==> config.mk <==
export PLATFORM = sky130hd
export DESIGN_NAME = output_port_credit_tracker
export DESIGN_NICKNAME = d
export VERILOG_FILES = /design/src/rtl/output_port_credit_tracker_pkg.sv /design/src/rtl/output_port_credit_tracker_port_credit_vc_tracker.sv /design/src/rtl/output_port_credit_tracker.sv
export SDC_FILE = /design/constraint.sdc
export NUM_CORES = 1
export LEC_CHECK = 0
export BUFFER_PORTS_ARGS = -buffer_cell sky130_fd_sc_hd__buf_2
export CORE_AREA = 2 2 177 179
export CTS_CLUSTER_DIAMETER = 30
export CTS_CLUSTER_SIZE = 14
export DETAILED_ROUTE_END_ITERATION = 6
export DIE_AREA = 0 0 179 181
export MAX_ROUTING_LAYER = met4
export PLACE_DENSITY = 0.65
export SYNTH_ARGS = -nofsm -noshare
export SYNTH_HDL_FRONTEND = slang
export SYNTH_HIERARCHICAL = 1
export SYNTH_SLANG_ARGS = --single-unit
==> constraint.sdc <==
create_clock -name clk -period 3.32 [get_ports clk]
set_input_delay 0.166 -clock clk [delete_from_list [all_inputs] [get_ports clk]]
set_output_delay 0.166 -clock clk [all_outputs]
set_load 0.05 [all_outputs]
==> src/rtl/output_port_credit_tracker_pkg.sv <==
// rtl/output_port_credit_tracker_pkg.sv - shared router flit-format and credit constants
package output_port_credit_tracker_pkg;
  localparam int V      = 4;
  localparam int P      = 5;
  localparam int FPAY   = 32;
  localparam int B      = 4;
  localparam int FW     = 2 + V + FPAY;
  localparam int HDR_BIT  = FW - 1;
  localparam int TAIL_BIT = FW - 2;
  localparam int VC_LSB   = FPAY;
  localparam int VC_MSB   = FPAY + V - 1;
  localparam int CRDW     = $clog2(B + 1);
endpackage

==> src/rtl/output_port_credit_tracker_port_credit_vc_tracker.sv <==
// rtl/output_port_credit_tracker_port_credit_vc_tracker.sv - per-port credit counters, VC ownership and error flag
module port_credit_vc_tracker #(
  parameter int V    = output_port_credit_tracker_pkg::V,
  parameter int Fpay = output_port_credit_tracker_pkg::FPAY,
  parameter int B    = output_port_credit_tracker_pkg::B
) (
  input  logic                  clk,
  input  logic                  reset,
  input  logic [2+V+Fpay-1:0]   i_flit,
  input  logic                  i_we,
  input  logic [V-1:0]          i_credit,
  output logic [V-1:0]          o_credit_avail,
  output logic [V-1:0]          o_vc_free,
  output logic                  o_err
);
  localparam int FW   = 2 + V + Fpay;
  localparam int CRDW = $clog2(B + 1);
  localparam logic [CRDW-1:0] CNT_MAX = CRDW'(B);
  localparam logic [CRDW-1:0] CNT_ONE = CRDW'(1);
  localparam logic [V-1:0]    VC_ONE  = V'(1);

  logic [CRDW-1:0] r_cnt [V];
  logic [CRDW-1:0] w_cnt_nxt [V];
  logic [V-1:0]    r_free;
  logic [V-1:0]    w_free_nxt;
  logic            r_err;
  logic            w_err_evt;

  logic [V-1:0] w_vc;
  logic         w_hdr;
  logic         w_tail;
  logic         w_onehot;
  logic [V-1:0] w_send;

  assign w_vc     = i_flit[Fpay+V-1:Fpay];
  assign w_hdr    = i_flit[FW-1];
  assign w_tail   = i_flit[FW-2];
  assign w_onehot = (w_vc != '0) && ((w_vc & (w_vc - VC_ONE)) == '0);
  // A malformed VC field never touches a counter or VC state.
  assign w_send   = (i_we && w_onehot) ? w_vc : '0;

  // Next-state for counters, VC ownership and any protocol violation this cycle.
  always_comb begin
    w_err_evt  = i_we && !w_onehot;
    w_free_nxt = r_free;
    for (int v = 0; v < V; v++) begin
      w_cnt_nxt[v] = r_cnt[v];
      if (w_send[v] && !i_credit[v]) begin
        if (r_cnt[v] == '0) w_err_evt = 1'b1;
        else                w_cnt_nxt[v] = r_cnt[v] - CNT_ONE;
      end else if (!w_send[v] && i_credit[v]) begin
        if (r_cnt[v] == CNT_MAX) w_err_evt = 1'b1;
        else                     w_cnt_nxt[v] = r_cnt[v] + CNT_ONE;
      end
      if (w_send[v]) begin
        if (w_hdr && !w_tail) begin
          if (!r_free[v]) w_err_evt = 1'b1;
          w_free_nxt[v] = 1'b0;
        end else if (w_tail && !w_hdr) begin
          w_free_nxt[v] = 1'b1;
        end
      end
    end
  end

  // State registers; the error flag is sticky until reset.
  always_ff @(posedge clk) begin
    if (reset) begin
      for (int v = 0; v < V; v++) r_cnt[v] <= CNT_MAX;
      r_free <= '1;
      r_err  <= 1'b0;
    end else begin
      for (int v = 0; v < V; v++) r_cnt[v] <= w_cnt_nxt[v];
      r_free <= w_free_nxt;
      r_err  <= r_err | w_err_evt;
    end
  end

  // Allocator-facing status decoded from registered state only.
  always_comb begin
    for (int v = 0; v < V; v++) o_credit_avail[v] = (r_cnt[v] != '0);
  end

  assign o_vc_free = r_free;
  assign o_err     = r_err;
endmodule

==> src/rtl/output_port_credit_tracker.sv <==
// rtl/output_port_credit_tracker.sv - output link register plus per-port credit/VC trackers
module output_port_credit_tracker
  import output_port_credit_tracker_pkg::*;
(
  input  logic            clk,
  input  logic            reset,
  input  logic [P*FW-1:0] flit_in_all,
  input  logic [P-1:0]    flit_in_we_all,
  input  logic [P*V-1:0]  credit_in_all,
  output logic [P*FW-1:0] flit_out_all,
  output logic [P-1:0]    flit_out_we_all,
  output logic [P*V-1:0]  credit_avail_all,
  output logic [P*V-1:0]  vc_free_all,
  output logic [P-1:0]    credit_err_all
);
  logic [P*FW-1:0] r_flit_out;
  logic [P-1:0]    r_flit_we;

  // Link pipeline: one unconditional register stage, no backpressure.
  always_ff @(posedge clk) begin
    if (reset) begin
      r_flit_out <= '0;
      r_flit_we  <= '0;
    end else begin
      r_flit_out <= flit_in_all;
      r_flit_we  <= flit_in_we_all;
    end
  end

  assign flit_out_all    = r_flit_out;
  assign flit_out_we_all = r_flit_we;

  for (genvar p = 0; p < P; p++) begin : g_port
    port_credit_vc_tracker #(
      .V    (V),
      .Fpay (FPAY),
      .B    (B)
    ) u_trk (
      .clk            (clk),
      .reset          (reset),
      .i_flit         (flit_in_all[p*FW +: FW]),
      .i_we           (flit_in_we_all[p]),
      .i_credit       (credit_in_all[p*V +: V]),
      .o_credit_avail (credit_avail_all[p*V +: V]),
      .o_vc_free      (vc_free_all[p*V +: V]),
      .o_err          (credit_err_all[p])
    );
  end
endmodule

# Yosys cells after proc, flatten, opt, wreduce, memory -nomap -nowiden
# Memories as Yosys holds them, arrays and structs flattened.
# Cells that the tools add are included.
# totals
reg_bits	220
ram_bits	60
in_bits	217
out_inout_bits	240
word_cells	580
n_memories	5
# op_classes
n_addsub	45
eq_ne	20
n_mux	258
bitwise	30
reduce_logical	195
# mem_list
name	depth	width	rd	rd_ports_with_merged_regs	wr	line_no	source
g_port[0].u_trk.r_cnt	4	3	4	0	4	output_port_credit_tracker_port_credit_vc_tracker.sv:22	logic [CRDW-1:0] r_cnt [V];
g_port[1].u_trk.r_cnt	4	3	4	0	4	output_port_credit_tracker_port_credit_vc_tracker.sv:22	
g_port[2].u_trk.r_cnt	4	3	4	0	4	output_port_credit_tracker_port_credit_vc_tracker.sv:22	
g_port[3].u_trk.r_cnt	4	3	4	0	4	output_port_credit_tracker_port_credit_vc_tracker.sv:22	
g_port[4].u_trk.r_cnt	4	3	4	0	4	output_port_credit_tracker_port_credit_vc_tracker.sv:22	
# ops
cell	n
$mux W3	100
$mux W1	153
$logic_and A1 B1 Y1	65
$add A3 B1 Y3 const B	20
$eq A3 B3 Y1 const B	20
$logic_not A3 Y1	20
$reduce_bool A3 Y1	20
$sub A3 B1 Y3 const B	20
$logic_not A1 Y1	55
$reduce_and A2 Y1	20
$or A1 B1 Y1	25
$and A4 B4 Y4	5
$logic_not A4 Y1	5
$mux W4	5
$reduce_bool A4 Y1	5
$sub A4 B1 Y4 const B	5
$reduce_bool A2 Y1	5

# Longest topological paths before layout
# logic_depth
word_depth	32
depth_mapped	12
ltp_nobuf	10

# Cells and area by module
# The synthesis kept the hierarchy.
# modules_own_cells
mod	instances	cells_per_inst	area_per_inst_um2	seq_area_each_um2
output_port_credit_tracker	1	411	5223.8	3903.7
port_credit_vc_tracker at g_port[0].u_trk ...	2	148	1281.2	340.3
port_credit_vc_tracker at g_port[3].u_trk	1	156	1293.7	340.3
port_credit_vc_tracker at g_port[2].u_trk	1	149	1290.0	340.3
port_credit_vc_tracker at g_port[4].u_trk	1	149	1266.2	340.3

# Worst setup path before layout
# OpenSTA, ideal clock, no wires.
# synth_path
path_type	input to register
from	input flit_in_all[187]
to	memory g_port[4].u_trk/r_cnt[3][2] (netlist name)
setup_ns	0.121
t_arrival_ns	2.647
required_ns	3.199
slack_ns	0.552
stages	11
n_path_buf	1
cell_sequence	buf_6 or4b_2 o311ai_1 and3_1 ha_1 inv_1 fa_1 xor2_1 a211oi_1 xnor2_1 nand2_1
# synth_lines
element	line_no	source
from (decl)	output_port_credit_tracker.sv:7	input logic [P*FW-1:0] flit_in_all,
to (decl)	output_port_credit_tracker_port_credit_vc_tracker.sv:22	

==> metrics.cfg <==
[cells_and_area]
final_cell_mix=buf_2 (455), dfxtp_1 (280), nor2b_1 (214)
layout_commonest_cell=buf_2
register_area_um2=5605
layoutNonFillerInstCount=2297
num-nets-final=2119
multi_input_area_um2=5348
area_growth_pct=58.86
fillers=2416
drive_above_1_share_pct=31.56

[clocking]
htree_levels=3
numCtsBuffers=68
root_buffer=clkbuf_16
cts_tree=done
clock_latency_ps=540
clk_pin_slew_worst_paths_ps=50
clockBufferDepth=3
cts_resized=0
cts_sinks=280

[route]
vias=10970
wl_um=39390
via_per_inst=4.775
avgRoutedWirePerCell_um=17.15
route.detailed.drc=0
drt_iter0_drc=445
ant_nets=0
first_pass_iters=5

[power]
p_leak_nw=8.168
cellPowerDensity_nw_per_um2=635.8
vdd_drop_max_v=0.0005179

[setup_path]
crit_buf_inv=3
cp_top_family=simple AND/OR/NAND/NOR gates
worstPathRequired_ps=3730
critPathCaptureType=register
ff2ff_path_depth=6
critical-path-max-stage-delay_ps=680
crit_chain=dlygate4sd3_1 > buf_2 > or4b_2 > o311ai_2 > and3_1 > ha_1 > inv_1 > fa_1 > xor2_1 > a211oi_1 > xnor2_1 > nand2_1
cp.depth=12
arrival_ps=3530
worstPathMaxFanout=10
worstSetupPathType=input pin to register
slowest_stage=or4b_2
worstSetupStartpointType=input pin

[logic_synthesis]
ys_seq_elements=280
ys_seq_area_share_pct=48.17
syn_nets=1433
async_reset_ff_share_pct=0
yosysWarnings=6
synthFlopType=dfxtp_1
synth_area_per_cell_um2=10.02
synth.distinct_cells=61
syn_area_um2=11640
syn_inst=1161
synth_edf_count=0

[grt]
antenna_found_initial=7
grt_usage_pct=24.24
overflow=0
grt_pass1_vias=11270
grt_max_degree=122
grt_first_pass_wirelength_um=59370

[timing]
fin_crit_ps=3115
report.final.slew_viol_count=0
finalSetupTns_ps=0
hold_viol_final=0
finalCritPeriodShare_pct=93.82
finalClockSkew_ps=29.00
fmax_ghz=0.3211
slew_headroom_pct=44.20
rsz0062_at_grt=no
setup_violations=0
worst_pin_slew_ps=837.0

[floorplanning]
coreArea_um2=30350
dieHeight_um=181
dieArea_um2=32400
io_pins=457
start_util_pct=38.34
fp.dieW_um=179
std_cell_rows=64

[worst_hold_path]
hold_class=input pin to register
min_path_cells=3

[place]
port_buffers=456
post-place-cells=1975
hpwlAfterDp_um=25390
gp_congestion=0.8844

[run]
drv_cap=0

[outcome]
status=complete, no violations

## layout make-up
| class | instances | area share [%] |
|---|---|---|
| Antenna cell | 6 | 0.08122 |
| Clock buffer | 81 | 10.09 |
| Clock inverter | 37 | 2.335 |
| Inverter | 106 | 2.152 |
| Multi-Input combinational cell | 733 | 28.93 |
| Sequential cell | 280 | 30.32 |
| Tap cell | 396 | 2.680 |
| Timing Repair Buffer | 658 | 23.41 |
## state kept, by name (all words and copies together), names as in the netlist
signal and flops:
flit_out_all 190, g_port.u_trk/r_cnt 60, g_port.u_trk/o_vc_free 20, flit_out_we_all 5
g_port.u_trk/o_err 5
## path summary, 6_finish.rpt
kind / slack, ps / to / startpoint
hold reg to reg: 500 / g_port[3].u_trk/o_vc_free[1] / g_port[3].u_trk/o_vc_free[1]
hold / removal: 70 / g_port[2].u_trk/r_cnt[0][2] / credit_in_all[8]
setup / recovery: 210 / g_port[2].u_trk/r_cnt[1][2] / flit_in_all[108]
setup reg to reg: 1630 / g_port[1].u_trk/r_cnt[3][2] / g_port[1].u_trk/r_cnt[3][0]
## where the power goes
part           internal (mW)  switching [mW]
Clock                   4.54            2.04
Sequential              3.55          0.0878
Combinational          0.554           0.983
Total                   8.64            3.11
## logic make-up (layout without fill, tap and decap cells)
family	count (synthesis)	count (layout)	share of synthesized area [%]
AND/OR/NAND/NOR	424	424	21.80
flip-flops	280	280	48.17
AO/OA/AOI/OAI	199	199	12.71
buffers and inverters	148	882	5.871
adder cells (fa/ha/maj)	55	55	7.204
XOR/XNOR	45	45	3.387
multiplexers	10	10	0.8602
other	0	6	0
## timing repair
item                      4_1_cts  5_1_grt
hold buffers                  198        0
setup buffers                   0        0
hold endpoints to repair      209        0
## through the flow
step	hold WS (ps)	total power [mW]	setup slack (ps)	util [%]	cell area, um^2
global route	103.2	12.21	83.56	60.91	18490
finish	71.78	11.75	205.3	60.91	18490
detailed placement	378.1	5.008	258.4	46.76	14190
floorplan	294.2	4.594	552.4	-	11640
global placement	373.4	4.986	330.5	46.76	14190
CTS	47.80	11.83	236.7	60.86	18470
## cell usage after synthesis, drive strengths merged (7+ instances only)
master / count / share of area, %
a21boi: 16 / 1.0
xnor2: 20 / 1.5
buf: 30 / 1.8
o2111ai: 7 / 0.53
a311oi: 12 / 0.90
a21oi: 40 / 1.7
o211ai: 8 / 0.52
nor2b: 214 / 12
o21ai: 31 / 1.3
ha: 35 / 3.8
xor2: 25 / 1.9
fa: 20 / 3.4
nor4b: 7 / 0.53
a211oi: 27 / 1.7
o311ai: 10 / 0.95
inv: 106 / 3.4
or4b: 9 / 0.94
a41oi: 12 / 0.90
clkbuf: 7 / 0.23
mux2i: 10 / 0.86
nand2b: 24 / 1.3
nand2: 31 / 1.0
nand3: 10 / 0.43
nor2: 53 / 1.7
dfxtp: 280 / 48
or3: 26 / 1.4
and3: 23 / 1.3
nand3b: 13 / 0.84
## layer usage
metal / up-vias / track usage, % / part of all wire, %
met5: - / - / 0
met4: 0 / 13.27 / 4.4
met3: 91 / 8.481 / 9.2
met2: 450 / 39.82 / 49
met1: 5109 / 25.20 / 37
li1: 5318 / - / -
## worst register-to-register path, stage by stage, from the launching register on
cell      delay (ps)
dfxtp_1          390
inv_1             90
fa_1             440
xor2_1           160
a211oi_1         300
xnor2_1          150
nand2_1           60
(Power assumes the default switching activity.)
